### src/rtl/control_sequencer_pkg.sv
// Shared constants and types for the hardwired Mini SRC control unit:
// opcodes, ALU functions, bus source selects, sequencer states and instruction classes.
package cpu_ctrl_pkg;

  localparam logic [4:0] OP_ADD  = 5'b00011;
  localparam logic [4:0] OP_SUB  = 5'b00100;
  localparam logic [4:0] OP_AND  = 5'b00101;
  localparam logic [4:0] OP_OR   = 5'b00110;
  localparam logic [4:0] OP_ROR  = 5'b00111;
  localparam logic [4:0] OP_ROL  = 5'b01000;
  localparam logic [4:0] OP_SHR  = 5'b01001;
  localparam logic [4:0] OP_SHRA = 5'b01010;
  localparam logic [4:0] OP_SHL  = 5'b01011;
  localparam logic [4:0] OP_MUL  = 5'b01111;
  localparam logic [4:0] OP_DIV  = 5'b10000;
  localparam logic [4:0] OP_NEG  = 5'b10001;
  localparam logic [4:0] OP_NOT  = 5'b10010;
  localparam logic [4:0] OP_NOP  = 5'b11010;
  localparam logic [4:0] OP_HALT = 5'b11011;

  localparam logic [3:0] ALU_ADD  = 4'b0000;
  localparam logic [3:0] ALU_SUB  = 4'b0001;
  localparam logic [3:0] ALU_AND  = 4'b0010;
  localparam logic [3:0] ALU_OR   = 4'b0011;
  localparam logic [3:0] ALU_ROR  = 4'b0100;
  localparam logic [3:0] ALU_ROL  = 4'b0101;
  localparam logic [3:0] ALU_SHR  = 4'b0110;
  localparam logic [3:0] ALU_SHL  = 4'b0111;
  localparam logic [3:0] ALU_MUL  = 4'b1000;
  localparam logic [3:0] ALU_DIV  = 4'b1001;
  localparam logic [3:0] ALU_NEG  = 4'b1010;
  localparam logic [3:0] ALU_NOT  = 4'b1011;
  localparam logic [3:0] ALU_SHRA = 4'b1100;

  localparam logic [4:0] SEL_HI  = 5'b10000;
  localparam logic [4:0] SEL_LO  = 5'b10001;
  localparam logic [4:0] SEL_ZHI = 5'b10010;
  localparam logic [4:0] SEL_ZLO = 5'b10011;
  localparam logic [4:0] SEL_PC  = 5'b10100;
  localparam logic [4:0] SEL_MDR = 5'b10101;

  typedef enum logic [2:0] {
    ST_T0, ST_T1, ST_T2, ST_T3, ST_T4, ST_T5, ST_T6, ST_HALT
  } state_e;

  typedef enum logic [2:0] {
    CL_RRR, CL_UNARY, CL_MULDIV, CL_NOP, CL_HALT, CL_BAD
  } iclass_e;

endpackage

### src/rtl/control_sequencer_if.sv
// Decode channel between the sequencer (master: supplies opcode) and
// the opcode decoder (slave: returns instruction class and ALU function).
interface control_sequencer_if import cpu_ctrl_pkg::*; #(
  parameter int OPW = 5
) ();
  logic [OPW-1:0] opcode;
  iclass_e        iclass;
  logic [3:0]     alu_op;

  modport master (output opcode, input iclass, alu_op);
  modport slave  (input opcode, output iclass, alu_op);
endinterface

### src/rtl/control_sequencer_decode.sv
// Combinational opcode decoder: maps the IR opcode field to an instruction
// class and the ALU function used in that class's ALU step.
module control_decode import cpu_ctrl_pkg::*; (
  control_sequencer_if.slave dec
);

  always_comb begin
    dec.iclass = CL_BAD;
    dec.alu_op = ALU_ADD;
    case (dec.opcode)
      OP_ADD:  begin dec.iclass = CL_RRR;    dec.alu_op = ALU_ADD;  end
      OP_SUB:  begin dec.iclass = CL_RRR;    dec.alu_op = ALU_SUB;  end
      OP_AND:  begin dec.iclass = CL_RRR;    dec.alu_op = ALU_AND;  end
      OP_OR:   begin dec.iclass = CL_RRR;    dec.alu_op = ALU_OR;   end
      OP_ROR:  begin dec.iclass = CL_RRR;    dec.alu_op = ALU_ROR;  end
      OP_ROL:  begin dec.iclass = CL_RRR;    dec.alu_op = ALU_ROL;  end
      OP_SHR:  begin dec.iclass = CL_RRR;    dec.alu_op = ALU_SHR;  end
      OP_SHRA: begin dec.iclass = CL_RRR;    dec.alu_op = ALU_SHRA; end
      OP_SHL:  begin dec.iclass = CL_RRR;    dec.alu_op = ALU_SHL;  end
      OP_MUL:  begin dec.iclass = CL_MULDIV; dec.alu_op = ALU_MUL;  end
      OP_DIV:  begin dec.iclass = CL_MULDIV; dec.alu_op = ALU_DIV;  end
      OP_NEG:  begin dec.iclass = CL_UNARY;  dec.alu_op = ALU_NEG;  end
      OP_NOT:  begin dec.iclass = CL_UNARY;  dec.alu_op = ALU_NOT;  end
      OP_NOP:  dec.iclass = CL_NOP;
      OP_HALT: dec.iclass = CL_HALT;
      default: dec.iclass = CL_BAD;
    endcase
  end

endmodule

### src/rtl/control_sequencer.sv
// Hardwired Mini SRC control unit: step-counter state register plus a Moore
// decode of state and IR that drives every datapath control input.
module control_sequencer import cpu_ctrl_pkg::*; #(
  parameter int OPW  = 5,
  parameter int REGW = 4
) (
  input  logic            clock,
  input  logic            clear,
  input  logic [31:0]     IR,
  output logic [4:0]      BusDataSelect,
  output logic [REGW-1:0] GP_addr,
  output logic            e_PC,
  output logic            e_IR,
  output logic            e_Y,
  output logic            e_Z,
  output logic            e_HI,
  output logic            e_LO,
  output logic            e_MDR,
  output logic            e_MAR,
  output logic            e_GP,
  output logic            incPC,
  output logic            MDR_read,
  output logic [3:0]      ALU_op,
  output logic            running,
  output logic            bad_op
);

  localparam int RA_MSB = 31 - OPW;
  localparam int RB_MSB = RA_MSB - REGW;
  localparam int RC_MSB = RB_MSB - REGW;

  state_e          state_q, state_d;
  logic [REGW-1:0] ra, rb, rc;
  logic            unused_ir_low;

  assign ra = IR[RA_MSB -: REGW];
  assign rb = IR[RB_MSB -: REGW];
  assign rc = IR[RC_MSB -: REGW];
  assign unused_ir_low = ^IR[RC_MSB-REGW:0];

  control_sequencer_if #(.OPW(OPW)) dec_if ();
  assign dec_if.opcode = IR[31 -: OPW];

  control_decode u_decode (
    .dec (dec_if)
  );

  always_ff @(posedge clock) begin
    if (clear) state_q <= ST_T0;
    else       state_q <= state_d;
  end

  always_comb begin
    state_d       = state_q;
    BusDataSelect = '0;
    GP_addr       = '0;
    e_PC          = 1'b0;
    e_IR          = 1'b0;
    e_Y           = 1'b0;
    e_Z           = 1'b0;
    e_HI          = 1'b0;
    e_LO          = 1'b0;
    e_MDR         = 1'b0;
    e_MAR         = 1'b0;
    e_GP          = 1'b0;
    incPC         = 1'b0;
    MDR_read      = 1'b0;
    ALU_op        = ALU_ADD;
    running       = (state_q != ST_HALT);
    bad_op        = 1'b0;

    case (state_q)
      ST_T0: begin
        BusDataSelect = SEL_PC;
        e_MAR = 1'b1; incPC = 1'b1; e_Z = 1'b1;
        state_d = ST_T1;
      end
      ST_T1: begin
        BusDataSelect = SEL_ZLO;
        e_PC = 1'b1; MDR_read = 1'b1; e_MDR = 1'b1;
        state_d = ST_T2;
      end
      ST_T2: begin
        BusDataSelect = SEL_MDR;
        e_IR = 1'b1;
        state_d = ST_T3;
      end
      ST_T3: begin
        state_d = ST_T0;
        case (dec_if.iclass)
          CL_RRR: begin
            BusDataSelect = 5'(rb); e_Y = 1'b1; state_d = ST_T4;
          end
          CL_UNARY: begin
            BusDataSelect = 5'(rb); ALU_op = dec_if.alu_op; e_Z = 1'b1;
            state_d = ST_T4;
          end
          CL_MULDIV: begin
            BusDataSelect = 5'(ra); e_Y = 1'b1; state_d = ST_T4;
          end
          CL_HALT: state_d = ST_HALT;
          CL_BAD:  bad_op = 1'b1;
          default: state_d = ST_T0;
        endcase
      end
      ST_T4: begin
        state_d = ST_T0;
        case (dec_if.iclass)
          CL_RRR: begin
            BusDataSelect = 5'(rc); ALU_op = dec_if.alu_op; e_Z = 1'b1;
            state_d = ST_T5;
          end
          CL_UNARY: begin
            BusDataSelect = SEL_ZLO; GP_addr = ra; e_GP = 1'b1;
          end
          CL_MULDIV: begin
            BusDataSelect = 5'(rb); ALU_op = dec_if.alu_op; e_Z = 1'b1;
            state_d = ST_T5;
          end
          default: state_d = ST_T0;
        endcase
      end
      ST_T5: begin
        state_d = ST_T0;
        case (dec_if.iclass)
          CL_RRR: begin
            BusDataSelect = SEL_ZLO; GP_addr = ra; e_GP = 1'b1;
          end
          CL_MULDIV: begin
            BusDataSelect = SEL_ZLO; e_LO = 1'b1; state_d = ST_T6;
          end
          default: state_d = ST_T0;
        endcase
      end
      ST_T6: begin
        BusDataSelect = SEL_ZHI;
        e_HI = 1'b1;
        state_d = ST_T0;
      end
      ST_HALT: state_d = ST_HALT;
      default: state_d = ST_T0;
    endcase

    // Clear masks the whole decode in the same cycle, so an abandoned
    // instruction can never complete its write-back.
    if (clear) begin
      state_d       = ST_T0;
      BusDataSelect = '0;
      GP_addr       = '0;
      e_PC          = 1'b0;
      e_IR          = 1'b0;
      e_Y           = 1'b0;
      e_Z           = 1'b0;
      e_HI          = 1'b0;
      e_LO          = 1'b0;
      e_MDR         = 1'b0;
      e_MAR         = 1'b0;
      e_GP          = 1'b0;
      incPC         = 1'b0;
      MDR_read      = 1'b0;
      ALU_op        = '0;
      running       = 1'b0;
      bad_op        = 1'b0;
    end
  end

endmodule
### config.mk
export PLATFORM = sky130hd
export DESIGN_NAME = control_sequencer
export DESIGN_NICKNAME = d
export VERILOG_FILES = /design/src/rtl/control_sequencer_pkg.sv /design/src/rtl/control_sequencer_if.sv /design/src/rtl/control_sequencer_decode.sv /design/src/rtl/control_sequencer.sv
export SDC_FILE = /design/constraint.sdc
export NUM_CORES = 1
export LEC_CHECK = 0
export ABC_AREA = 1
export CAP_MARGIN = 20
export CORE_MARGIN = 3
export CORE_UTILIZATION = 32
export CTS_CLUSTER_SIZE = 20
export DETAILED_ROUTE_END_ITERATION = 8
export PLACE_DENSITY_LB_ADDON = 0.1
export SLEW_MARGIN = 0
export SYNTH_ARGS = -nofsm -noshare
export SYNTH_HDL_FRONTEND = slang
export SYNTH_HIERARCHICAL = 1
export SYNTH_SLANG_ARGS = --single-unit
### constraint.sdc
create_clock -name clock -period 3.1 [get_ports clock]
set_input_delay 0.93 -clock clock [delete_from_list [all_inputs] [get_ports clock]]
set_output_delay 0.93 -clock clock [all_outputs]
set_load 0.01 [all_outputs]
# Word-level counts from Yosys, hierarchy flattened
# Cells that the tools add are included.
dict set report op_classes {
  n_eq_ne 27
  mux 43
  reduce_logical 8
}
# operator count
set op_table {}
lappend op_table {{$pmux W4 S12} 1}
lappend op_table {{$pmux W5 S7} 1}
lappend op_table {{$eq A5 B4 Y1 const B} 5}
lappend op_table {{$eq A5 B5 Y1 const B} 5}
lappend op_table {{$mux W4} 6}
lappend op_table {{$pmux W3 S8} 1}
lappend op_table {{$pmux W4 S2} 3}
lappend op_table {{$mux W1} 22}
lappend op_table {{$eq A5 B3 Y1 const B} 4}
lappend op_table {{$eq A3 B3 Y1 const B} 6}
lappend op_table {{$pmux W3 S5} 1}
lappend op_table {{$pmux W5 S3} 1}
lappend op_table {{$mux W5} 2}
lappend op_table {{$eq A3 B2 Y1 const B} 3}
lappend op_table {{$reduce_or A9 Y1} 1}
lappend op_table {{$reduce_or A2 Y1} 4}
lappend op_table {{$eq A3 B1 Y1 const B} 2}
lappend op_table {{$logic_not A3 Y1} 2}
lappend op_table {{$mux W3} 2}
lappend op_table {{$pmux W3 S2} 1}
lappend op_table {{$eq A5 B2 Y1 const B} 1}
lappend op_table {{$ne A3 B3 Y1 const B} 1}
lappend op_table {{$pmux W1 S3} 1}
lappend op_table {{$reduce_or A3 Y1} 1}
lappend op_table {{$pmux W1 S2} 1}
dict set report totals {
  regBits 3
  output_inout_bits 26
  elab_cells 79
}

# Logic depth before layout (Yosys ltp)
dict set report depth {
  depth_word 8
  depth_mapped 14
  ltp_nobuf 14
}

# Hierarchy
# Netlist, hierarchy kept.
# module instances cells_per_inst area_per_inst_um2 seq_area_each_um2
set by_module_without_submodules {}
lappend by_module_without_submodules {control_sequencer 1 124 649.4 60.1}
lappend by_module_without_submodules {control_decode 1 41 200.2 0.0}

# Least setup slack after synthesis
# OpenSTA, ideal clock, no wires.
dict set report synth_timing {
  path_type {input-to-output}
  startpoint {in IR[29]}
  endpoint {out BusDataSelect[0]}
  t_arrival_ns 2.297
  required_time_ns 2.170
  setup_slack_ns -0.127
  path_stages 13
  n_path_buf 0
  cell_sequence {nor2_2 -> nand2_1 -> nor2_1 -> nor2_1 -> nand3_2 -> nand2_1 -> nor2_4 -> nand2_1 -> nand2_1 -> nand2_1 -> a21oi_1 -> nor2_1 -> nor2_1}
}
dict set report synth_via {
  elab_chain_len 8
  word_cells_on_any_way 29
  cone_classes {eq/ne: 17; mux: 6; reduce/logical: 6}
}
# element line
set synth_rtl {}
lappend synth_rtl {{start: declaration} control_sequencer.sv:9} ;# input logic [31:0] IR,
lappend synth_rtl {{$eq A5 B2 Y1, or another cell as far along} control_sequencer_decode.sv:10} ;# case (dec.opcode)
lappend synth_rtl {{$reduce_or A9 Y1 (no line) / $reduce_or A2 Y1 (equally long branches)} -}
lappend synth_rtl {{$pmux W3 S5 (*)} control_sequencer_decode.sv:10}
lappend synth_rtl {{named net dec_if.iclass[0]} control_sequencer_if.sv:7} ;# iclass_e iclass;
lappend synth_rtl {{$eq A3 B1 Y1, or another cell as far along} {control_sequencer.sv:90, control_sequencer.sv:108}}
lappend synth_rtl {{$reduce_or A2 Y1 (no line)} -}
lappend synth_rtl {{$pmux W4 S2 / $mux W5 (equally long branches)} {control_sequencer.sv:90, control_sequencer.sv:125}}
lappend synth_rtl {{$pmux W5 S7 (*)} control_sequencer.sv:72} ;# case (state_q)
lappend synth_rtl {{$mux W5 (*)} control_sequencer.sv:146} ;# if (clear) begin
lappend synth_rtl {{end: declaration} control_sequencer.sv:10} ;# output logic [4:0] BusDataSelect,
# The timed path passes the listed nets; every way through them passes the cells marked *.

# Final worst setup path
dict set report layout_timing {
  startpoint {in IR[27]}
  endpoint {out BusDataSelect[0]}
}
# Same word-level chain as after synthesis.

==> qor.txt <==
TritonCTS Sinks: 3
DRT Pass-1 Iters: 4
Routed via count: 1309
Mapped Nets: 199
Register area share after synthesis: 7.07%
Worst Setup EP: BusDataSelect[0]
Reg area: 60.1 µm²
Starting Density: 34.0%
Hold violation count in the final report: 0
First-pass GRT wire length: 5360 µm
Largest regs: state_q x3
Number of antenna diodes: 0
CP most frequent cell: nor2_2
Core Rows: 18
Setup Viol. Count Final: 18
Critical Setup Path Class: in2out
Setup Skew: 0.00316 ns
Fin crit share: 109%
Gate Count Post-Synth: 165
CP Cell Sequence: buf_6 > nand2_2 > nor2_2 > nand2_2 > nand2_1 > nor2_2 > nand3_2 > nand2_4 > nor2_4 > buf_6 > nand3_2 > nand3_2 > nand2_1 > nand2_1 > nor2_2 > nor2_2 > buf_2
CTS H-Tree Depth: 1
Clk_lat worst skew: 0.25 ns
Worst Reg-to-Reg Cells: 7
Main area contributors after synthesis: nand2_1, nor2_1, nand3_1
Initial antenna violation count: 0
Routability cong.: 0.886
Post-layout min period: 3.39 ns
Levels on crit path: 17
NumNets Final: 271
HPWL Detailed: 2340 µm
CP Launch Type: input pin
Reg2Reg Setup Slack: 1.72 ns
YS warnings: 6
Placed Cells: 251
Cell Pwr Density: 210 nW/µm²
Worst path bufs/invs: 3
Status: finished, violations left
Reg-to-Reg Start: state_q[2]
DR iter-0 viols: 55
Post-DRT Antenna Nets: 0
Fmax: 0.295 GHz
Final WS setup: -0.294 ns
#FFs+latches synth: 3
CP Capture Type: primary output
DRC: 0
Width of the chip: 57.5 µm
Final slew viol count: 0
Worst path required time: 2.17 ns
Failing checks: negative setup slack
Largest net degree at the start of global routing: 14
RSZ-0062 raised after global routing: true
Max_cap viols: 0
Post-Syn Area: 850 µm²
Fin util: 65.6%
Data arrival time of the worst path: 2.46 ns
HP Class: reg2reg
Slew @ Worst Pin: 0.393 ns
Vias/cell: 4.92
Top reg by flops: state_q
Die H: 57.5 µm
Synth top cells by count: nand2_1, nor2_1, inv_1
CTS tree: done
Hold slack: 0.752 ns
Total Power: 345 µW
CP max-delay cell: nor2_4
Clock transition at path regs: 0.04 ns
Num CTS Buffers: 3
Dominant register cell in the synthesized netlist: dfxtp_1
Area share of the largest cell type after synthesis: 18.1%
Worst-case clock buffer depth: 2
Fill count: 224
Netlist cell types: 25
Count leader, synth: nand2_1
Root Driver: clkbuf_4
Peak VDD IR: 0.000161 V
CP Launch Point: IR[27]
Overflow after GRT: 0
Multi-input gate area: 842 µm²
Max FO, Critical Path: 6
Syn avg cell area: 5.15 µm²
Layout cells sized above 1: 48.3%
Hold Buf Count CTS: 0
Top-Level Pins: 60
Non-filler cells, final: 266
Mean routed wirelength per cell: 12.5 µm
Die area: 3310 µm²
Max_slew headroom: 73.8%
CORE AREA: 2500 µm²
Largest register FFs: 3
Crit path max-delay family: simple AND/OR/NAND/NOR gates
P_leak: 0.826 nW
FF-to-FF End: state_q[2]
Port Buffers: 44
Ys async rst share: 0%
Routed Wire Length: 3320 µm
Total global-route track usage: 20.0%
Max incr delay on CP: 0.17 ns
Vias in the first global route: 1267
Synth area leader: nand2_1
P&R area growth vs syn: 93.1%
Post-synth EDFFs: 0
## worst register-to-register path: cells and delay by family (launching register included)
| kind | cells | cell delay (ns) |
|---|---|---|
| AOI/OAI and AO/OA | 1 | 0.04 |
| buffers and inverters | 2 | 0.28 |
| DFF | 1 | 0.46 |
| and+or+nand+nor | 4 | 0.53 |
## final cells by class
cell class                 instances  share of cell area [%]
multi-input combinational        130                    51.3
timing repair buffer              71                    34.2
inverter                          28                    6.87
sequential                         3                    3.66
tap                               30                    2.29
clock buffer                       4                    1.60
## layout by cell type, fill, tap and decap left out, drive strengths merged
cell type,Yosys,final
nor2,37,37
buf,3,50
o21ai,8,8
a21oi,9,9
inv,28,28
nand3,22,22
clkdlybuf4s50,0,14
nor3,5,5
a31oi,1,1
o31ai,2,2
clkbuf,1,4
or2,1,1
nand2,43,43
a41oi,1,1
dlygate4sd2,0,7
nand3b,1,1
dfxtp,3,3
## worst min-delay path by stage
stage,from,endpoint,slack [ns],cells past startpoint
floorplan,state_q[2],state_q[0],0.65,2
global placement,state_q[2],state_q[0],0.72,2
detailed placement,state_q[2],state_q[0],0.73,2
CTS,state_q[2],state_q[0],0.74,2
global route,state_q[2],state_q[0],0.81,2
finish,state_q[2],state_q[0],0.75,2
## logic make-up (layout without fill, tap and decap cells)
kind of cell | count (synthesis) | after routing | share of synthesized area (%)
AO/OA/AOI/OAI | 21 | 21 | 14.4
AND/OR/NAND/NOR | 109 | 109 | 63.0
buffers and inverters | 32 | 103 | 15.5
flip-flops | 3 | 3 | 7.07
## report_power, final
group	switching [mW]	internal (mW)	total (mW)
combinational	0.122	0.0973	0.219
clock	0.0263	0.0486	0.0749
sequential	0.00880	0.0418	0.0506
## stage by stage
stage               setup TNS (ns)  cell area (µm²)  worst slack (ns)
floorplan                        0              886            0.0133
global placement            -20.35             1460             -1.21
detailed placement          -21.46             1460             -1.26
CTS                          -3.37             1580            -0.278
global route                 -5.80             1640            -0.407
finish                       -3.72             1640            -0.294
## layer usage
metal  share of wire (%)  track usage (%)  wire length (µm)
met5                   0                0                 0
met1                  43             25.7              1420
met4                0.96             6.95                32
met2                  51             34.2              1700
met3                 5.1             2.26               168
## timing repair
item                                    4_1_cts  5_1_grt
setup buffers                                10        1
pin swaps                                    21       16
resized for setup                           140       14
endpoints found under the setup margin       26       18
No activity file was read; power rests on OpenSTA's default activity.
==> edit 1 (same flow settings) <==
Set the package constant `ALU_DIV` to 4'b0110 (it was 4'b1001).
--- a/src/rtl/control_sequencer_pkg.sv
+++ b/src/rtl/control_sequencer_pkg.sv
@@ -29,3 +29,3 @@
   localparam logic [3:0] ALU_MUL  = 4'b1000;
-  localparam logic [3:0] ALU_DIV  = 4'b1001;
+  localparam logic [3:0] ALU_DIV  = 4'b0110;
   localparam logic [3:0] ALU_NEG  = 4'b1010;
Formal check against the unedited RTL: not equivalent (a bounded check fails within 10 cycles, from zero or initial values).
==> edit 1 against the unedited design <==
- the flow still finishes with violations (negative setup slack)
- count of clock-buffer cells in the layout is the same
- synthesized area up 2.5%
- sequential power down 1%
- via count rose by 8.4%
- register-to-register slack worse by 30 ps
- non-clock buffer count increased by 16
- wire length is 16% higher
- sequential cell count unchanged
- worst setup slack worse by 41 ps
- final area increased by 16%
- total power up 12%
==> edit 1: results (changes against the unedited design) <==
| Metric | Value |
|---|---|
| Largest net degree at the start of global routing | 14 (unchanged) |
| GPL Wtd Cong | 0.909 (+2.6%) |
| DRC | 0 (unchanged) |
| Failing checks | negative setup slack |
| HPWL after detailed placement | 2.59 mm (+11%) |
| Area contributors post-synth | nand2_1, nor2_1, nand3_1, inv_1, dfxtp_1 |
| Number of H-tree levels | 1 (unchanged) |
| Hold Path End | state_q[0]$_SDFF_PP0_ |
| Met1 GRT Util | 25.1% (-0.61 points) |
| HP Class | register to register |
| Post-synth cell types | 25 (unchanged) |
| Pleak | 0.962 nW (+16%) |
| Max IR drop VDD | 223 uV (+38%) |
| Outcome | complete, but fails checks |
| Ant. Diodes | 0 (unchanged) |
| Reg2reg path depth | 5 (-2) |
| Vias in the first global route | 1336 (+5.4%) |
| Reg clk slew, reported paths | 40 ps (about the same) |
| Met3 Resource Use GR | 1.56% (-0.70 points) |
| WL final | 3.83 mm (+16%) |
| Syn. warnings | 6 (unchanged) |
| Antenna violations before repair | 0 (unchanged) |
| Largest regs | state_q (3) |
| GR Util met2 | 41.8% (+7.6 points) |
| PnR worst setup slack | -335 ps (-41.0 ps) |
| Flip-flop and latch area | 60.1 um^2 (unchanged) |
| CTS Buffer Depth | 2 (unchanged) |
| GR Util All Layers | 21.5% (+1.5 points) |
| TNS Setup | -4040 ps (-321 ps) |
| WHS | 784 ps (+31.3 ps) |
| Switching part of the total | 43.3% (-2.2 points) |
| Critical path peak fanout | 5 (-1) |
| Met1 wire length | 1.49 mm (+5.1%) |
| Post-synth ARST share | 0% (unchanged) |
| Clk root buf | clkbuf_4 |
| Sequential area share after synthesis | 6.90% (-0.17 points) |
| Worst endpoint data arrival time | 2500 ps (+40 ps) |
| First-pass GRT wire length | 5.73 mm (+6.9%) |
| NumNets Final | 289 (+6.6%) |
| Metal2 WL | 2.08 mm (+22%) |
| Net Count, Synth | 201 (+1.0%) |
| Routed via count | 1419 (+8.4%) |
| Fillers | 207 (-7.6%) |
| Most instantiated cells after synthesis | nand2_1, nor2_1, inv_1 |
| Initial DRC count | 92 (+67%) |
| PortBufs | 44 (unchanged) |
| Post-place setup slack | -1180 ps (+82.4 ps) |
| Share of layout cells above drive strength 1 | 56.3% (+8.0 points) |
| Hold path cells | 2 (unchanged) |
| Flop-to-flop setup slack | 1690 ps (-30 ps) |
| WL met3 | 191 um (+14%) |
| Final Setup Violations | 16 (-2) |
| Top Metal Used | met4 |
| Max_slew headroom | 75.4% (+1.7 points) |
| Worst path slowest cell | nor2_4 |
| Num CTS Buffers | 3 (unchanged) |
| Skew final | 2.16 ps (-1.00 ps) |
| Clk_lat worst skew | 230 ps (-20 ps) |
| FF-to-FF Start | state_q[2]$_SDFF_PP0_ |
| RR Endpoint | state_q[0]$_SDFF_PP0_ |
==> edit 1: worst max path at each step <==
stage | startpoint | endpoint | slack [ps] | cells past startpoint
after floorplan | IR[30] | BusDataSelect[0] | 9 | 12
after global placement | IR[27] | BusDataSelect[2] | -1120 | 14
after detailed placement | IR[30] | BusDataSelect[1] | -1180 | 14
after CTS | IR[27] | BusDataSelect[1] | -300 | 15
after global routing | IR[28] | BusDataSelect[0] | -440 | 15
final | IR[30] | BusDataSelect[0] | -330 | 15
==> edit 1: power groups by stage <==
| stage | Sequential (mW) | Combinational (mW) | Clock (mW) |
|---|---|---|---|
| global route | 0.0506 | 0.284 | 0.0738 |
| global placement | 0.0500 | 0.192 | 0 |
| CTS | 0.0497 | 0.240 | 0.0713 |
| detailed placement | 0.0503 | 0.194 | 0 |
| finish | 0.0500 | 0.265 | 0.0705 |
| floorplan | 0.0492 | 0.104 | 0 |
==> edit 1: layout make-up <==
cell class,instances,area share (%)
sequential,3,3.16
timing repair buffer,87,37.7
multi-input combinational,130,48.9
inverter,30,6.85
clock buffer,4,1.38
tap,30,1.97
==> edit 1: critical path: cells and delay by family <==
kind / cells / cell delay [ps]
buf+inv: 4 / 390
compound gates: 2 / 270
simple gates: 9 / 910
==> edit 1: repair_timing <==
item                       in CTS  in global routing
pin swaps                      35                 22
setup buffers                  18                  3
resized for setup             153                 32
setup endpoints to repair      26                 19
==> edit 1: cells by family after synthesis <==
kind of cell           after synthesis  share of synthesized area (%)
AOI/OAI and AO/OA                   20                           14.8
DFF                                  3                           6.90
and+or+nand+nor                    110                           62.4
buffers and inverters               34                           15.9
==> edit 1: through the flow <==
stage,cells,power [mW],area (um^2)
floorplan,167,0.153,912
global placement,259,0.242,1540
detailed placement,259,0.245,1540
CTS,281,0.361,1790
global route,284,0.408,1900
finish,284,0.385,1900
==> edit 2 (same settings) <==
Without the edit above. Put a register stage on the output `running`. The value now appears one clock later. The other outputs are not delayed to match.
--- a/src/rtl/control_sequencer.sv
+++ b/src/rtl/control_sequencer.sv
@@ -30,2 +30,4 @@
   localparam int RC_MSB = RB_MSB - REGW;
+
+  logic running_d;
 
@@ -68,3 +70,3 @@
     ALU_op        = ALU_ADD;
-    running       = (state_q != ST_HALT);
+    running_d     = (state_q != ST_HALT);
     bad_op        = 1'b0;
@@ -161,3 +163,3 @@
       ALU_op        = '0;
-      running       = 1'b0;
+      running_d     = 1'b0;
       bad_op        = 1'b0;
@@ -166,2 +168,6 @@
 
+  always_ff @(posedge clock) begin
+    running <= running_d;
+  end
+
 endmodule
Check against the original RTL: not equivalent (a bounded check fails within 4 cycles, from zero or initial values).
==> edit 2 against the unedited design <==
- the run still ends with negative setup slack left
- total power grew 13%
- critical endpoint is now BusDataSelect[2]
- sequential share of layout area is 0.49 points higher
- synthesized area rose by 4.7%
- clock skew hardly changed
- worst setup slack lost 180 ps
- wire length rose by 24%
- global-route usage is 1.8 points higher
- hold slack worse by 16 ps
- final area grew 18%
- sequential cell count up 1
==> edit 2: results (changes against the unedited design) <==
| Metric | Value |
|---|---|
| Outcome | complete, but fails checks |
| Failing checks | negative setup slack |
| Number of H-tree levels | 1 (unchanged) |
| Vias in the first global route | 1436 (+13%) |
| Worst endpoint data arrival time | 2640 ps (+180 ps) |
| PnR worst setup slack | -469 ps (-176 ps) |
| Max IR drop VDD | 366 uV (+130%) |
| Placed instance count | 262 (+4.4%) |
| Share of layout cells above drive strength 1 | 57.0% (+8.7 points) |
| Post-synthesis mux area share | 0% (unchanged) |
| PortBufs | 44 (unchanged) |
| Largest net degree at the start of global routing | 13 (-1) |
| Slowest stage delay, CP | 210 ps (+40 ps) |
| Syn. warnings | 6 (unchanged) |
| Primary FF master, synth | dfxtp_1 |
| Clk root buf | clkbuf_4 |
| Least-Margin Pin Slew | 308 ps (-84.5 ps) |
| Final Setup Violations | 17 (-1) |
| Pre-Repair DR Iteration Count | 4 (unchanged) |
| Critical path peak fanout | 5 (-1) |
| CP delay by family, top | simple AND/OR/NAND/NOR gates |
| Post-synth ARST share | 0% (unchanged) |
| Clk_lat worst skew | 230 ps (-20 ps) |
| Post-place setup slack | -1260 ps (+8.46 ps) |
| Compound-Gate Fraction of Synth Area | 12.1% (-2.3 points) |
| HP Class | register to register |
| Synth Area in Adders | 0% (unchanged) |
| GR Util All Layers | 21.8% (+1.8 points) |
| Net Count, Synth | 204 (+2.5%) |
| Reg clk slew, reported paths | 40 ps (about the same) |
| Area contributors post-synth | nand2_1, nor2_1, dfxtp_1, nand3_1, inv_1 |
| Pleak | 1.00 nW (+21%) |
| Avg Cell Area, Syn | 5.23 um^2 (+1.6%) |
| XOR/XNOR Fraction of Synth Area | 0% (unchanged) |
| Most instantiated cells after synthesis | nand2_1, nor2_1, inv_1 |
| Post-synth cell types | 24 (-4.0%) |
| HPWL after detailed placement | 2.48 mm (+5.8%) |
| Fillers | 216 (-3.6%) |
| GPL Wtd Cong | 0.867 (-2.2%) |
| Antenna violations before repair | 0 (unchanged) |
| WL final | 4.10 mm (+24%) |
| CTS Buffer Depth | 2 (unchanged) |
| Sequential area share after synthesis | 9.00% (+1.9 points) |
| Initial DRC count | 73 (+33%) |
| First-pass GRT wire length | 6.03 mm (+12%) |
| Wirelength per Cell | 14.2 um (+14%) |
| Vias per Instance | 5.10 (+3.7%) |
| Largest regs | state_q (3), running (1) |
| Worst path slowest cell | nor2_4 |
| Num CTS Buffers | 3 (unchanged) |
| Dpl cell area | 1530 um^2 (+4.9%) |
| NumNets Final | 294 (+8.5%) |
| Skew final | 3.42 ps (+0.262 ps) |
edit 2: cell count changes in the layout (fill, tap and decap cells not counted), sizes merged, moves of 2 or more:
cell   delta
a21oi     -2
nand3     -4
nand2     +7
buf      +18
nor2      +5
edit 2: layout make-up:
type,count,area [um^2],share of cell area [%]
tap,30,37.5,1.95
clock buffer,3,22.5,1.17
inverter,27,114,5.91
multi-input combinational,135,928,48.2
timing repair buffer,89,746,38.7
sequential,4,80.1,4.15
edit 2: final timing paths:
| path | slack [ps] | cells after the start | from | end |
|---|---|---|---|---|
| max | -470 | 17 | IR[28] | BusDataSelect[2] |
| min reg2reg | 740 | 4 | state_q[0]$_SDFF_PP0_ | state_q[0]$_SDFF_PP0_ |
| max reg2reg | 1620 | 10 | state_q[2]$_SDFF_PP0_ | state_q[2]$_SDFF_PP0_ |
| min | 740 | 4 | state_q[0]$_SDFF_PP0_ | state_q[0]$_SDFF_PP0_ |
edit 2: cell families after synthesis:
kind of cell | Yosys count
AND/OR/NAND/NOR | 117
buffers and inverters | 31
AO/OA/AOI/OAI | 18
flip-flops | 4
edit 2: repair_timing:
action,CTS,global route
buffers inserted,18,5
hold buffers,0,0
cloned,0,0
pin swaps,29,18
setup endpoints to repair,25,18
resized for setup,148,37
edit 2: power by group:
group          internal (mW)  total (mW)  switching [mW]
Clock                 0.0433      0.0648          0.0214
Combinational          0.120       0.264           0.145
Sequential            0.0556      0.0609         0.00538
edit 2: through the flow:
step | utilization [%] | total power, mW | TNS (ps) | hold slack [ps]
after global placement | 59.6 | 0.256 | -20380 | 719
after global routing | 75.1 | 0.419 | -6880 | 811
after detailed placement | 59.6 | 0.259 | -21570 | 719
after floorplan | - | 0.169 | 0 | 578
final | 75.1 | 0.390 | -4860 | 736
after CTS | 68.1 | 0.359 | -4310 | 727
edit 2: tightest hold or removal path: cells and delay by family (launching register included):
family	cells	cell delay [ps]
flops	1	350
buf+inv	1	50
simple gates	2	220
compound gates	1	60
edit 2: layer usage:
metal	routed length [um]	part of all wire, %	track usage [%]
met3	270	6.6	5.04
met4	137	3.3	6.47
met5	0	0	0
met2	2170	53	42.1
met1	1520	37	22.9
